===== src/rtl/led_blink_pkg.sv =====
// -----------------------------------------------------------------------------
// led_blink_pkg
//
// Shared definitions for the LED blink reporter:
//   - blink_st_t  : report sequencer states
//   - DEF_*       : default phase timing for a 100 MHz clk
//                   (about 84 ms on, 84 ms off, 168 ms closing gap)
//   - cyc_in_range: elaboration-time legality test for a phase length
// -----------------------------------------------------------------------------
package led_blink_pkg;

  // Report sequencer states. S_IDLE must stay the reset/ready state.
  typedef enum logic [1:0] {
    S_IDLE = 2'd0,
    S_ON   = 2'd1,
    S_OFF  = 2'd2,
    S_GAP  = 2'd3
  } blink_st_t;

  // Default timing at 100 MHz.
  localparam int unsigned DEF_CNT_W   = 24;
  localparam int unsigned DEF_ON_CYC  = 2**23;
  localparam int unsigned DEF_OFF_CYC = 2**23;
  localparam int unsigned DEF_GAP_CYC = 2**24 - 1;

  // A phase length is legal when the phase timer can reach length-1 and the
  // phase lasts at least one cycle.
  function automatic bit cyc_in_range(input longint unsigned cyc,
                                      input int unsigned     cnt_w);
    longint unsigned max_cyc;
    max_cyc = (64'd1 << cnt_w) - 64'd1;
    return (cyc >= 64'd1) && (cyc <= max_cyc);
  endfunction

endpackage : led_blink_pkg


===== src/rtl/blink_timer.sv =====
// -----------------------------------------------------------------------------
// blink_timer
//
// Free-running phase timer for the LED blink reporter. The parent decides when
// a phase ends by comparing count against its own per-phase limit; this block
// only clears and counts.
//
// Ports:
//   clk      in   clock
//   reset_n  in   asynchronous active-low reset (count -> 0)
//   clear    in   force count to 0 on the next edge (wins over run)
//   run      in   increment count on the next edge
//   count    out  current phase cycle index, CNT_W bits
// -----------------------------------------------------------------------------
module blink_timer
  import led_blink_pkg::*;
#(
  parameter int unsigned CNT_W = DEF_CNT_W
) (
  input  logic             clk,
  input  logic             reset_n,
  input  logic             clear,
  input  logic             run,
  output logic [CNT_W-1:0] count
);

  // NOTE: state registers use non-blocking assignments so every flop samples
  // the pre-edge value of its neighbours, independent of block ordering.
  always_ff @(posedge clk or negedge reset_n) begin
    if (!reset_n) begin
      count <= '0;
    end else if (clear) begin
      count <= '0;
    end else if (run) begin
      count <= count + CNT_W'(1);
    end
  end

endmodule : blink_timer


===== src/rtl/led_blink_reporter.sv =====
// -----------------------------------------------------------------------------
// led_blink_reporter
//
// Reports an 8-bit value to an operator by blinking one LED that many times.
// An accepted start latches count; the block then emits count on/off blinks
// (no trailing off phase after the last one), holds a dark gap, pulses done for
// one cycle and returns to ready. A count of 0 produces only the dark gap.
//
// Busy time for count N >= 1 is N*ON_CYC + (N-1)*OFF_CYC + GAP_CYC cycles;
// for N = 0 it is GAP_CYC cycles.
//
// Parameters:
//   CNT_W    width of the phase timer
//   ON_CYC   cycles the LED is lit per blink          (1 .. 2**CNT_W-1)
//   OFF_CYC  cycles the LED is dark between blinks    (1 .. 2**CNT_W-1)
//   GAP_CYC  dark cycles after the last blink         (1 .. 2**CNT_W-1)
//
// Ports:
//   clk      in   clock
//   reset_n  in   asynchronous active-low reset; abandons a report, no done
//   start    in   request strobe, sampled only while ready = 1
//   count    in   number of blinks, latched on the accepted start
//   ready    out  1 when idle and able to accept start
//   busy     out  ~ready
//   led      out  LED drive, active high
//   done     out  one-cycle pulse in the first idle cycle after a report
//
// All outputs are decoded from registers only; no input reaches an output
// combinationally.
// -----------------------------------------------------------------------------
module led_blink_reporter
  import led_blink_pkg::*;
#(
  parameter int unsigned CNT_W   = DEF_CNT_W,
  parameter int unsigned ON_CYC  = DEF_ON_CYC,
  parameter int unsigned OFF_CYC = DEF_OFF_CYC,
  parameter int unsigned GAP_CYC = DEF_GAP_CYC
) (
  input  logic       clk,
  input  logic       reset_n,
  input  logic       start,
  input  logic [7:0] count,
  output logic       ready,
  output logic       busy,
  output logic       led,
  output logic       done
);

  // ---------------------------------------------------------------------------
  // Elaboration-time parameter legality
  // ---------------------------------------------------------------------------
  if (!cyc_in_range(64'(ON_CYC), CNT_W)) begin : g_bad_on_cyc
    $error("led_blink_reporter: ON_CYC must lie in 1 .. 2**CNT_W-1");
  end
  if (!cyc_in_range(64'(OFF_CYC), CNT_W)) begin : g_bad_off_cyc
    $error("led_blink_reporter: OFF_CYC must lie in 1 .. 2**CNT_W-1");
  end
  if (!cyc_in_range(64'(GAP_CYC), CNT_W)) begin : g_bad_gap_cyc
    $error("led_blink_reporter: GAP_CYC must lie in 1 .. 2**CNT_W-1");
  end

  // Last timer value of each phase; a phase ends on the cycle the timer
  // equals its limit, so it lasts exactly *_CYC cycles.
  localparam logic [CNT_W-1:0] ON_LAST  = CNT_W'(ON_CYC  - 1);
  localparam logic [CNT_W-1:0] OFF_LAST = CNT_W'(OFF_CYC - 1);
  localparam logic [CNT_W-1:0] GAP_LAST = CNT_W'(GAP_CYC - 1);

  // ---------------------------------------------------------------------------
  // State
  // ---------------------------------------------------------------------------
  blink_st_t        state_q;
  logic [7:0]       remaining_q;   // blinks still to start, including current
  logic [CNT_W-1:0] phase_cnt;
  logic [CNT_W-1:0] phase_last;
  logic             phase_done;
  logic             timer_clear;
  logic             timer_run;

  // ---------------------------------------------------------------------------
  // Phase timer
  //
  // Every state change out of a busy phase coincides with phase_done, and the
  // timer is held at 0 while idle, so clearing on (idle | phase_done) restarts
  // it at 0 on every state change.
  // ---------------------------------------------------------------------------
  assign timer_clear = (state_q == S_IDLE) | phase_done;
  assign timer_run   = (state_q != S_IDLE);

  blink_timer #(
    .CNT_W (CNT_W)
  ) u_timer (
    .clk     (clk),
    .reset_n (reset_n),
    .clear   (timer_clear),
    .run     (timer_run),
    .count   (phase_cnt)
  );

  // NOTE: every variable written in always_comb gets a default first, so no
  // path through the case can leave it unassigned and infer a latch.
  always_comb begin
    phase_last = '0;
    unique case (state_q)
      S_ON:    phase_last = ON_LAST;
      S_OFF:   phase_last = OFF_LAST;
      S_GAP:   phase_last = GAP_LAST;
      default: phase_last = '0;
    endcase
  end

  assign phase_done = (state_q != S_IDLE) && (phase_cnt == phase_last);

  // ---------------------------------------------------------------------------
  // Report sequencer
  //
  // remaining is only decremented when it is >= 2 (an ON phase that is not the
  // last one), so a count of 255 runs 255 blinks without wrapping.
  // ---------------------------------------------------------------------------
  always_ff @(posedge clk or negedge reset_n) begin
    if (!reset_n) begin
      state_q     <= S_IDLE;
      remaining_q <= 8'd0;
      done        <= 1'b0;
    end else begin
      done <= 1'b0;
      unique case (state_q)
        S_IDLE: begin
          if (start) begin
            remaining_q <= count;
            state_q     <= (count != 8'd0) ? S_ON : S_GAP;
          end
        end
        S_ON: begin
          if (phase_done) begin
            if (remaining_q == 8'd1) begin
              state_q <= S_GAP;
            end else begin
              state_q     <= S_OFF;
              remaining_q <= remaining_q - 8'd1;
            end
          end
        end
        S_OFF: begin
          if (phase_done) begin
            state_q <= S_ON;
          end
        end
        S_GAP: begin
          // done rises together with the return to idle, so the done cycle is
          // also the first cycle in which a new start is accepted.
          if (phase_done) begin
            state_q <= S_IDLE;
            done    <= 1'b1;
          end
        end
        default: begin
          state_q <= S_IDLE;
        end
      endcase
    end
  end

  // ---------------------------------------------------------------------------
  // Output decode, straight from the state register
  // ---------------------------------------------------------------------------
  assign led   = (state_q == S_ON);
  assign ready = (state_q == S_IDLE);
  assign busy  = ~ready;

endmodule : led_blink_reporter

===== config.mk =====
export PLATFORM = sky130hd
export DESIGN_NAME = led_blink_reporter
export DESIGN_NICKNAME = d
export VERILOG_FILES = /design/src/rtl/led_blink_pkg.sv /design/src/rtl/blink_timer.sv /design/src/rtl/led_blink_reporter.sv
export SDC_FILE = /design/constraint.sdc
export NUM_CORES = 1
export LEC_CHECK = 0
export CORE_MARGIN = 2
export CORE_UTILIZATION = 57
export DETAILED_ROUTE_END_ITERATION = 12
export DONT_BUFFER_PORTS = 1
export PLACE_DENSITY = 0.75
export SYNTH_ARGS = -nofsm -noshare
export SYNTH_HDL_FRONTEND = slang
export SYNTH_SLANG_ARGS = --single-unit

===== constraint.sdc =====
create_clock -name clk -period 2.3 [get_ports clk]
set_input_delay 0.23 -clock clk [delete_from_list [all_inputs] [get_ports clk]]
set_output_delay 0.23 -clock clk [all_outputs]
set_load 0.1 [all_outputs]

==> flow_summary.yaml <==
floorplanning:
  coreArea_um2: 3390
  die_h_um: 64.09
  die_w_um: 64.09
  start_util: 0.6072
  ioPinCount: 15
  die_area_um2: 4108
  std_cell_rows: 21
placement:
  dp.cells: 271
  routabilityCongestion: 0.8707
  port_buffers: 0
  dp_hpwl_mm: 3.111
  pre_cts_ws_ps: 45.01
  dpl_cell_area_um2: 2187
sta:
  worst_pin_slew_ps: 868.7
  fin_crit_sh: 0.9888
  min_period_ps: 2274
  drv_slew: 0
  timing.fmax_mhz: 439.7
  hold_viol: 0
  fin_ws_ps: 25.76
  fin_skew_ps: 10.85
  relSlewSlack: 0.4213
  setup_viol: 0
global_routing:
  antenna_found_initial: 0
  track_usage: 0.2324
  overflow: 0
  grt_start_max_net_pins: 36
  grt_pass1_wl_mm: 7.438
  grt_pass1_vias: 1659
cells_and_area:
  synthToLayoutAreaGrowth_pct: 12.70
  design_area_um2: 2320
  n_antenna_cell: 0
  finalNetCount: 255
  layout-drive-gt1-share: 0.1513
  fillers: 257
  stdcell_count: 284
power:
  p_sw_uw: 223.5
  powerDensity_nw_per_um2: 414.8
  ir_drop_mv: 0.3534
  p_clk_frac: 0.341
  switching_share: 0.2323
  combPwrFrac: 0.020
  seq_power_share: 0.639
  internal_power_uw: 738.8
  power_leakage_nw: 1.026
synthesis:
  netlist_instances: 223
  syn_area_um2: 2058
  netlist.area_leader.share: 0.4255
  synth_seq_area_share: 0.4255
  synth.distinct_cells: 44
  synth_edf_count: 0
  synth-seq-cells: 35
  synthTopCellsByArea: "dfrtp_1, nor2_1, xnor2_1"
  synth_warnings: 0
  synth_largest_area_cell: "dfrtp_1"
  synth.net_count: 241
  synthFlopType: "dfrtp_1"
  synth_area_per_cell_um2: 9.230
  synthArstFlopShare: 1.000
setup_path:
  r2r-start: "state_q[1]$_DFFE_PN0P_"
  worstSetupEndpointType: "flip-flop"
  path_max_fanout: 6
  worstSetupPathType: "reg -> reg"
  critPathRequiredTime_ps: 2530
  startpoint: "state_q[1]$_DFFE_PN0P_"
  arrival_ps: 2510
  worstSetupStartpointType: "flip-flop"
clock_network:
  cts_buffers: 5
  clkTransAtPathRegs_ps: 100
  cts_root_buffer: "clkbuf_4"
  insertion_delay_ps: 350
  cts_tree: "built"
  htree_levels: 2
  cts.sinks: 35
  cts.path.max_buffers: 2
route:
  vias: 1739
  wirelength_mm: 4.430
  drc: 0
  wl_per_cell_um: 15.60
  drt-vias-per-instance: 6.123
  ant_nets: 0
  drt_first_pass_iters: 5
  drt_iter0_drc: 194
min_path:
  hp-class: "in -> reg"
  worstHoldStart: "count[1]"
job:
  cap_violations: 0
run_status:
  status: "complete, no violations"
==> cell usage in the layout (no fill, tap or decap), types with 3 or more instances in the layout <==
cell / instances
buf_4: 11
nand2b_1: 3
nor3_1: 15
o21ai_0: 7
ha_1: 5
or4_1: 3
dfrtp_1: 34
inv_1: 5
nand4_1: 9
nand3_1: 8
xor2_1: 12
and3_1: 6
and4_1: 4
nor2_1: 34
a31oi_1: 4
o221ai_1: 3
or4b_4: 3
clkbuf_4: 5
nand2_1: 15
xnor2_1: 12
==> synthesized netlist by cell type, types with 2 or more instances <==
library cell  number
nor3b_1            2
nand3_1            8
nor2_1            34
o21ai_0            7
nor4_1             2
and4_1             4
inv_1              7
o21a_1             2
o221ai_1           3
clkbuf_1           2
or3_1              2
xor2_1            12
xnor2_1           12
nor4b_1            2
nor3_1            15
buf_2              4
a31oi_1            4
dfrtp_1           35
and3_1             6
or4b_1             2
mux2i_1            2
or4_1              3
nand4_1            9
nand2_1           16
nand2b_1           3
ha_1               7
==> path summary, 6_finish.rpt <==
| path | to | slack (ps) | depth (start not counted) |
|---|---|---|---|
| max | remaining_q[3]$_DFFE_PN0P_ | 30 | 7 |
| max in group asynchronous | state_q[0]$_DFFE_PN0P_ | 1770 | 2 |
| min in group asynchronous | u_timer.count[19]$_DFFE_PN0P_ | 320 | 2 |
| min reg2reg | u_timer.count[0]$_DFFE_PN0P_ | 550 | 1 |
| max reg2reg | remaining_q[3]$_DFFE_PN0P_ | 30 | 7 |
| min | remaining_q[1]$_DFFE_PN0P_ | 110 | 2 |
==> critical path, cell delays in order, from the launching register on <==
cell and delay [ps]:
dfrtp_1 420, inv_2 110, ha_4 170, or4b_4 460, o32a_4 220, or4b_4 520
o31ai_2 200, a21oi_1 60
==> routing by layer <==
metal | vias to the layer above | routed length (um) | track usage | part of all wire
li1 | 823 | - | - | -
met1 | 841 | 2042 | 0.3306 | 0.46
met2 | 66 | 2051 | 0.3568 | 0.46
met3 | 9 | 269 | 0.03697 | 0.061
met4 | 0 | 66 | 0.09309 | 0.015
met5 | - | 0 | 0 | 0
==> state kept, by name, indices dropped and copies added, names as in the netlist <==
signal and flops:
u_timer.count 24, state_q 2, remaining_q 8, done 1
==> logic make-up after synthesis <==
logic type               synth area share
flip-flops                         0.4255
adder cells (fa/ha/maj)           0.04255
AND/OR/NAND/NOR                    0.3033
AO/OA/AOI/OAI                     0.08693
XOR/XNOR                           0.1021
multiplexers                     0.009727
buffers and inverters             0.02979
==> stage by stage <==
stage / total power, mW / hold WS, ps / setup TNS [ps] / utilization
3_3_place_gp: 0.6296 / -64.89 / 0 / 0.6453
4_1_cts: 0.9703 / 99.93 / 0 / 0.6700
6_report: 0.9622 / 108.7 / 0 / 0.6844
2_1_floorplan: 0.6292 / -65.59 / -181.0 / -
5_1_grt: 0.9940 / 113.2 / -76.93 / 0.6844
3_5_place_dp: 0.6296 / -64.47 / 0 / 0.6453
==> power groups by stage <==
| stage | sequential (mW) | clock [mW] | combinational (mW) |
|---|---|---|---|
| 3_3_place_gp | 0.627 | 0 | 0.00248 |
| 3_5_place_dp | 0.627 | 0 | 0.00251 |
| 6_report | 0.615 | 0.328 | 0.0194 |
| 2_1_floorplan | 0.627 | 0 | 0.00200 |
| 4_1_cts | 0.615 | 0.335 | 0.0205 |
| 5_1_grt | 0.615 | 0.356 | 0.0229 |
==> layout make-up <==
| class | instances | area (um2) | area share |
|---|---|---|---|
| tap | 46 | 57.56 | 0.02481 |
| inverter | 7 | 26.28 | 0.01133 |
| clock inverter | 2 | 12.51 | 0.005394 |
| clock buffer | 6 | 41.29 | 0.01780 |
| multi-input combinational | 174 | 1172 | 0.5054 |
| sequential | 35 | 877.1 | 0.3781 |
| timing repair buffer | 14 | 132.6 | 0.05717 |
==> repair_timing <==
| action | 4_1_cts | 5_1_grt |
|---|---|---|
| gates resized for setup | 0 | 5 |
| setup endpoints to repair | 0 | 11 |
| buffers inserted | 0 | 3 |
| hold buffers | 2 | 0 |
| hold endpoints to repair | 35 | 0 |
Note: power is estimated with default switching activity, not from simulation.
